File: src/rtl/pq_pkg.sv
// Shared types and constants for the priority-queue blocks.
// The key/value pair type and the counter width are defined here so every block sizes them the same way.
package pq_pkg;

    localparam int KEY_WIDTH   = 8;
    localparam int VAL_WIDTH   = 8;
    localparam int PQ_CAPACITY = 16;
    localparam int PQ_CNT_W    = $clog2(PQ_CAPACITY + 1);

    localparam logic [KEY_WIDTH-1:0] KEY0 = '0;
    localparam logic [VAL_WIDTH-1:0] VAL0 = '0;

    typedef struct packed {
        logic [KEY_WIDTH-1:0] key;
        logic [VAL_WIDTH-1:0] val;
    } kv_t;

    localparam kv_t KV_RESET = '{key: KEY0, val: VAL0};

    // Item counters stop at the queue capacity instead of wrapping.
    function automatic logic [PQ_CNT_W-1:0] sat_inc(input logic [PQ_CNT_W-1:0] c);
        return (c >= PQ_CNT_W'(PQ_CAPACITY)) ? c : c + 1'b1;
    endfunction

endpackage

File: src/rtl/kv_fifo.sv
// Small FIFO of key/value pairs that sits between the drain engine and the downstream consumer.
// The head entry is always visible. A push into a full buffer is dropped, so the caller must wait until the buffer is no longer full.
module kv_fifo
    import pq_pkg::*;
#(
    parameter int DEPTH = 2
) (
    input  logic clk,
    input  logic rst,
    input  logic push,
    input  logic pop,
    input  kv_t  din,
    output kv_t  head,
    output logic full,
    output logic empty
);

    localparam int AW = $clog2(DEPTH);
    localparam int CW = $clog2(DEPTH + 1);

    kv_t           mem [DEPTH];
    logic [AW-1:0] wr_ptr;
    logic [AW-1:0] rd_ptr;
    logic [CW-1:0] count;
    logic          do_push;
    logic          do_pop;

    assign full    = (count == CW'(DEPTH));
    assign empty   = (count == '0);
    assign do_push = push && !full;
    assign do_pop  = pop && !empty;
    assign head    = mem[rd_ptr];

    // DEPTH is a power of two, so the pointers wrap on their own.
    always_ff @(posedge clk) begin
        if (rst) begin
            wr_ptr <= '0;
            rd_ptr <= '0;
            count  <= '0;
            for (int i = 0; i < DEPTH; i++) begin
                mem[i] <= KV_RESET;
            end
        end else begin
            if (do_push) begin
                mem[wr_ptr] <= din;
                wr_ptr      <= wr_ptr + 1'b1;
            end
            if (do_pop) begin
                rd_ptr <= rd_ptr + 1'b1;
            end
            unique case ({do_push, do_pop})
                2'b10:   count <= count + 1'b1;
                2'b01:   count <= count - 1'b1;
                default: count <= count;
            endcase
        end
    end

endmodule

File: src/rtl/pq_drain.sv
// Drains items from a priority queue into an output buffer.
// It either drains a fixed number of items or drains until the queue reports empty.
module pq_drain
    import pq_pkg::*;
#(
    parameter int BUF_DEPTH = 2
) (
    input  logic                clk,
    input  logic                rst,
    input  logic                start,
    input  logic [PQ_CNT_W-1:0] n_req,
    input  logic                pq_empty,
    input  logic                pq_busy,
    input  kv_t                 pq_kvo,
    output logic                pq_deq,
    output logic                out_valid,
    input  logic                out_ready,
    output kv_t                 out_kv,
    output logic                busy,
    output logic                done,
    output logic                underflow,
    output logic [PQ_CNT_W-1:0] n_done
);

    typedef enum logic [1:0] {
        IDLE,
        CHECK,
        SETTLE,
        FLUSH
    } state_t;

    state_t              state;
    state_t              state_nxt;
    logic [PQ_CNT_W-1:0] remaining;
    logic                drain_all;
    logic                want_more;
    logic                deq_req;
    logic                set_uf;
    logic                buf_full;
    logic                buf_empty;

    assign want_more = drain_all || (remaining != '0);
    assign busy      = (state != IDLE);
    assign out_valid = !buf_empty;
    // A strobe raised in the same cycle as reset must never reach the queue.
    assign pq_deq    = deq_req && !rst;

    always_comb begin
        state_nxt = state;
        deq_req   = 1'b0;
        set_uf    = 1'b0;
        done      = 1'b0;
        unique case (state)
            IDLE: begin
                if (start) begin
                    state_nxt = CHECK;
                end
            end
            CHECK: begin
                if (want_more && !pq_busy && !pq_empty && !buf_full) begin
                    deq_req   = 1'b1;
                    state_nxt = SETTLE;
                end else if (!drain_all && (remaining == '0)) begin
                    state_nxt = FLUSH;
                end else if (!pq_busy && pq_empty) begin
                    state_nxt = FLUSH;
                    set_uf    = !drain_all;
                end
            end
            SETTLE: begin
                state_nxt = CHECK;
            end
            FLUSH: begin
                if (buf_empty) begin
                    done      = 1'b1;
                    state_nxt = IDLE;
                end
            end
            default: begin
                state_nxt = IDLE;
            end
        endcase
    end

    // The drain mode is latched at start so that later changes on n_req are ignored.
    always_ff @(posedge clk) begin
        if (rst) begin
            state     <= IDLE;
            remaining <= '0;
            drain_all <= 1'b0;
            n_done    <= '0;
            underflow <= 1'b0;
        end else begin
            state <= state_nxt;
            if ((state == IDLE) && start) begin
                remaining <= n_req;
                drain_all <= (n_req == '0);
                n_done    <= '0;
                underflow <= 1'b0;
            end
            if (deq_req) begin
                n_done <= sat_inc(n_done);
                if (remaining != '0) begin
                    remaining <= remaining - 1'b1;
                end
            end
            if (set_uf) begin
                underflow <= 1'b1;
            end
        end
    end

    kv_fifo #(
        .DEPTH(BUF_DEPTH)
    ) u_buf (
        .clk  (clk),
        .rst  (rst),
        .push (deq_req),
        .pop  (out_valid && out_ready),
        .din  (pq_kvo),
        .head (out_kv),
        .full (buf_full),
        .empty(buf_empty)
    );

endmodule

File: config.mk
export PLATFORM = sky130hd
export DESIGN_NAME = pq_drain
export DESIGN_NICKNAME = d
export VERILOG_FILES = /design/src/rtl/pq_pkg.sv /design/src/rtl/kv_fifo.sv /design/src/rtl/pq_drain.sv
export SDC_FILE = /design/constraint.sdc
export NUM_CORES = 1
export LEC_CHECK = 0
export ABC_CLOCK_PERIOD_IN_PS = 4000
export CORE_MARGIN = 8
export CORE_UTILIZATION = 55
export CTS_CLUSTER_SIZE = 40
export DETAILED_ROUTE_END_ITERATION = 6
export DONT_BUFFER_PORTS = 1
export PLACE_DENSITY = 0.68
export SLEW_MARGIN = 20
export SYNTH_ARGS = -nofsm -noshare
export SYNTH_HDL_FRONTEND = slang
export SYNTH_SLANG_ARGS = --single-unit
File: constraint.sdc
create_clock -name clk -period 4 [get_ports clk]
set_input_delay 0.4 -clock clk [delete_from_list [all_inputs] [get_ports clk]]
set_output_delay 0.4 -clock clk [all_outputs]
set_load 0.01 [all_outputs]
======== Word-level counts from Yosys, hierarchy flattened ========
Memory sizes are Yosys's and may differ from the RTL's. A register that Yosys moved wholly into a read port is not among the register bits.
Cells that the tools add are included.
word-level totals
  bits in registers ....................... 18
  bits in writable memories ............... 32
  bits of input ports ..................... 27
  output and inout bits ................... 26
  word-level logic and storage cells ...... 88
  memories kept ........................... 1
cells by class
  add/sub/neg operators ................... 6
  order comparisons ....................... 1
  equality and inequality tests ........... 10
  muxes and demuxes ....................... 33
  reductions and logical operators ........ 29
memories
  name       words  width  read ports  clocked after memory_dff  wr ports  line           RTL
  u_buf.mem  2      16     1           1                         2         kv_fifo.sv:21  kv_t mem [DEPTH];
operator list
  operator             count
  $mux 5               6
  $mux 1               19
  $mux 16              1
  $reduce_or 16->1     1
  $logic_and 1x1->1    10
  $logic_not 5->1      2
  $mux 2               5
  $eq 2x2->1 const B   4
  $pmux 2 s4           1
  $reduce_bool 2->1    4
  $logic_not 1->1      6
  $add 5x1->5 const B  1
  $ge 5x5->1 const B   1
  $reduce_bool 5->1    1
  $sub 5x1->5 const B  1
  $eq 2x1->1 const B   2
  $logic_not 2->1      2
  $ne 2x2->1 const B   2
  $ne 4x4->1 const B   1
  $pmux 2 s2           1
  $reduce_and 3->1     1
  $add 1x1->1 const B  2
  $add 2x1->2 const B  1
  $ne 2x1->1 const B   1
  other kinds (3)      3

======== Logic depth before layout (Yosys ltp) ========
  depth after elaboration ................. 13
  gate-level depth with buffers ........... 10
  mapped depth without buffers ............ 10

======== Cells and area by module ========
From an unflattened synthesis, not the netlist that was laid out.
unflattened totals
  cell total of the unflattened synthesis .. 231
  area total of the unflattened synthesis .. 2468.6 um^2
by module, submodules not included
  module    instances  cells an instance  area each (um^2)  sequential area each (um^2)
  kv_fifo   1          130                1635.3            1061.0
  pq_drain  1          101                833.3             280.3

======== Worst setup path after synthesis ========
Ideal clock, no wire load.
  path kind ............................... reg-to-reg
  from .................................... reg remaining[0]
  to ...................................... mem u_buf.mem[0][0] (netlist name) (enable)
  arrival time ............................ 1.815 ns
  required time ........................... 3.608 ns
  slack ................................... 1.793 ns
  stages on the path, launching flop included .. 8
  path buffers ............................ 0
  period minus slack after synthesis ...... 2.207 ns
  path through ............................ dfxtp_1 inv_1 ha_1 or4b_4 nor2_2 nor2_4 inv_4 o21bai_1
RTL lines
  what                      line             RTL
  start: declaration        pq_drain.sv:34   logic [PQ_CNT_W-1:0] remaining;
  start signal: assignment  pq_drain.sv:96   remaining <= n_req;
  start signal: assignment  pq_drain.sv:104  remaining <= remaining - 1'b1;
  end: declaration          kv_fifo.sv:21

==> results.tsv <==
stage	metric	value	unit
outcome	status	complete, no violations	
pwr	Psw	0.264	mW
setup_path	worst reg2reg path endpoint	u_buf.mem[1][4]$_SDFFCE_PN0P_	
logic_synthesis	post-synthesis sequential area ratio	54.4	%
grt	GRT Util Overall	13.9	%
clock_tree	CTS tree	yes	
grt	pin count of the biggest net entering global routing	26	
setup_path	delay-heaviest family, CP	simple AND/OR/NAND/NOR gates	
setup_path	crit path DAT	2.31	ns
sta	Final min period	2.34	ns
die	Core Box Area	4320	um2
die	row cnt	24	
die	die area	6880	um2
drt	router iterations before antenna repair	4	
sta	Fmax	427	MHz
drt	Vias/cell	6.11	
pwr	static leakage	0.922	nW
logic_synthesis	post-synth top area share	39.0	%
drt	Vias	1583	
clock_tree	htree depth	2	
logic_synthesis	Synth Cell Area	2470	um2
logic_synthesis	syn_area_per_cell	12.0	um2
setup_path	RR Startpoint	state[0]$_SDFFE_PP0P_	
finish	# diodes	0	
drt	drc violations	0	
clock_tree	total CTS buffers	5	
grt	grt total ovfl	0	
setup_path	Critical Path RT	3.97	ns
die	I/O pin count	53	
finish	Final Util	59.8	%
finish	share of cells above drive strength 1	19.8	%
setup_path	Crit Path Category	reg -> reg	
pwr	power share of the clock group	28.8	%
setup_path	CP max FO	17	
finish	Nets	237	
logic_synthesis	largest cells by area after synthesis	edfxtp_1 39%, dfxtp_1 15%, and2_1 8.4%	
logic_synthesis	EDFF count, synth	32	
drt	DR iter-0 viols	122	
logic_synthesis	Syn Nets	237	
setup_path	Critical Path End Type	flop	
pwr	internal power	0.782	mW
die	initial core utilization	57.0	%
hold_path	worst hold path class	in -> reg	
clock_tree	Clock Pin Slew Worst Setup and Hold Paths	0.08	ns
logic_synthesis	post-synth cell types	51	
setup_path	CP Launch Type	flop	
clock_tree	Worst-Skew Late Latency	0.30	ns
grt	first-pass GRT wire length	7950	um
sta	skew final	0.0103	ns
sta	crit share post-route	58.5	%
clock_tree	maximum clock path buffer count	2	
hold_path	Hold Crit Depth	1	
finish	FF+latch area	1340	um2
drt	Antenna Nets Post-Route	0	
logic_synthesis	#FFs+latches synth	51	
sta	Fin Setup TNS	0	ns
hold_path	HP Start	rst	
drt	Post-Route WL	4870	um
logic_synthesis	area leader, netlist	edfxtp_1	
pwr	sequential power share	58.2	%
sta	slew of the pin with the lowest slew margin	0.902	ns
finish	area delta synth->final	4.87	%
sta	final-report setup violation count	0	
die	Die X	83.0	um
sta	Slew Limit Headroom	39.7	%
pwr	Logic pwr share	13.0	%
clock_tree	clk sink count	51	
setup_path	R2R setup slack	1.66	ns
setup_path	delay of the slowest critical-path stage	0.45	ns
pwr	Worst VDD drop	0.000206	V
logic_synthesis	FFs w/ async S/R, synth	0	%
die	die height	83.0	um
placement	post-detail-place hpwl	3590	um
setup_path	slowest library cell on the worst path	nor3b_4	
setup_path	crit-path most repeated cell	nor3b_4	
grt	antenna violations before repair	0	
placement	I/O Buffers	0	
grt	vias in the first global route	1599	
finish	area occupied by multi-input gates	1050	um2
drt	DR WL/cell	18.8	um
job	max_cap viols	0	
hold_path	Hold Crit Endpoint	n_done[0]$_SDFFE_PP0P_	
setup_path	CP Cell Sequence	nor3b_4, nand3_2, nor2_4, inv_4, nor3b_4, or2_2	
clock_tree	setup bufs post-CTS	0	
clock_tree	post-CTS sizing	0	
placement	GPL Wtd Cong	0.790	
clock_tree	Hold-fix buffers, CTS	0	
logic_synthesis	Synth Instances	206	
pwr	Power Density	405	nW/um2
sta	final hold vios	0	
setup_path	R2R cell count	6	
pwr	sw frac	25.2	%
finish	Fillers	368	
logic_synthesis	Top FF cell, synth	edfxtp_1	
sta	unrepaired setup endpoints after global routing	false	
sta	Slew Limit Fails	0	
clock_tree	CTS Root Cell	clkbuf_8	
logic_synthesis	YS warnings	0	
setup_path	Buf/Inv on CP	1	
cells by family (layout without fill, tap and decap cells):
logic type / Yosys count / count (layout) / synth area share, %
simple gates: 90 / 90 / 23.9
fa+ha+maj: 4 / 4 / 2.03
mux: 18 / 18 / 8.32
buf+inv: 14 / 15 / 2.89
compound gates: 24 / 24 / 6.65
xor+xnor: 5 / 5 / 1.78
flops: 51 / 51 / 54.4
routing by layer:
metal	track usage (%)	vias to the layer above	wire (um)
li1	-	745	-
met4	5.27	0	70
met1	14.9	776	1890
met5	0	-	0
met3	5.08	9	351
met2	24.3	53	2560
registers in the layout, indices dropped and copies added, names as in the netlist, named ones only:
register      cells
drain_all         1
n_done            5
remaining         5
state             2
u_buf.count       2
u_buf.mem        32
u_buf.rd_ptr      1
u_buf.wr_ptr      1
underflow         1
through the flow:
step / setup slack, ns / instance area, um2 / total power [mW] / instances / hold WS (ns)
final: 1.66 / 2590 / 1.05 / 259 / 0.156
after global routing: 1.44 / 2590 / 1.09 / 259 / 0.139
after CTS: 1.62 / 2590 / 1.06 / 259 / 0.142
after detailed placement: 1.63 / 2490 / 0.757 / 251 / 0.471
after global placement: 1.75 / 2490 / 0.750 / 251 / 0.470
after floorplan: 1.79 / 2470 / 0.732 / 206 / 0.476
layout by cell type (no fill, tap or decap), types with 3 or more instances in the layout:
cell      netlist  layout
and2_1         33      33
edfxtp_1       32      32
dfxtp_1        19      19
mux2_2         16      16
nor2_1         12      12
a21oi_1        10      10
nand2_1         8       8
clkbuf_8        0       6
inv_1           5       5
ha_1            4       4
nor2b_1         3       3
or2_2           3       3
xnor2_1         3       3
nand3_1         3       3
a211oi_1        3       3
nor3b_1         3       3
worst reg2reg max path, delay by kind of cell (launching register included):
family	cells	cell delay [ns]
DFF	1	0.41
and+or+nand+nor	5	1.52
buffers and inverters	1	0.08
final cells by class:
class / count / share of cell area [%]
inverter: 6 / 0.968
clock inverter: 2 / 0.435
multi-input combinational: 141 / 40.7
sequential: 51 / 51.9
tap: 52 / 2.52
timing repair buffer: 1 / 0.290
clock buffer: 6 / 3.19
power groups by stage:
stage / registers (mW) / clock network [mW] / logic (mW)
2_1_floorplan: 0.609 / 0 / 0.123
3_3_place_gp: 0.618 / 0 / 0.132
3_5_place_dp: 0.621 / 0 / 0.136
4_1_cts: 0.609 / 0.312 / 0.137
5_1_grt: 0.612 / 0.329 / 0.148
6_report: 0.608 / 0.302 / 0.136
Yosys cell counts (all sizes together) (4+ instances only):
cell type / n
nand3: 4
nand2: 8
a21oi: 10
ha: 4
nor3b: 5
inv: 6
and2: 33
buf: 4
mux2: 17
edfxtp: 32
clkbuf: 4
dfxtp: 19
nor2: 15
worst max path at each step:
| stage | slack [ns] | end | startpoint | cells after the start |
|---|---|---|---|---|
| 6_report | 1.66 | u_buf.mem[1][4]$_SDFFCE_PN0P_ | state[0]$_SDFFE_PP0P_ | 6 |
| 5_1_grt | 1.44 | u_buf.mem[1][4]$_SDFFCE_PN0P_ | remaining[0]$_SDFF_PP0_ | 8 |
| 4_1_cts | 1.62 | u_buf.mem[1][9]$_SDFFCE_PN0P_ | remaining[0]$_SDFF_PP0_ | 8 |
| 3_5_place_dp | 1.63 | u_buf.mem[1][9]$_SDFFCE_PN0P_ | remaining[0]$_SDFF_PP0_ | 8 |
| 3_3_place_gp | 1.75 | u_buf.mem[1][0]$_SDFFCE_PN0P_ | remaining[0]$_SDFF_PP0_ | 8 |
| 2_1_floorplan | 1.79 | u_buf.mem[0][0]$_SDFFCE_PN0P_ | remaining[0]$_SDFF_PP0_ | 7 |
(Power assumes the default switching activity.)
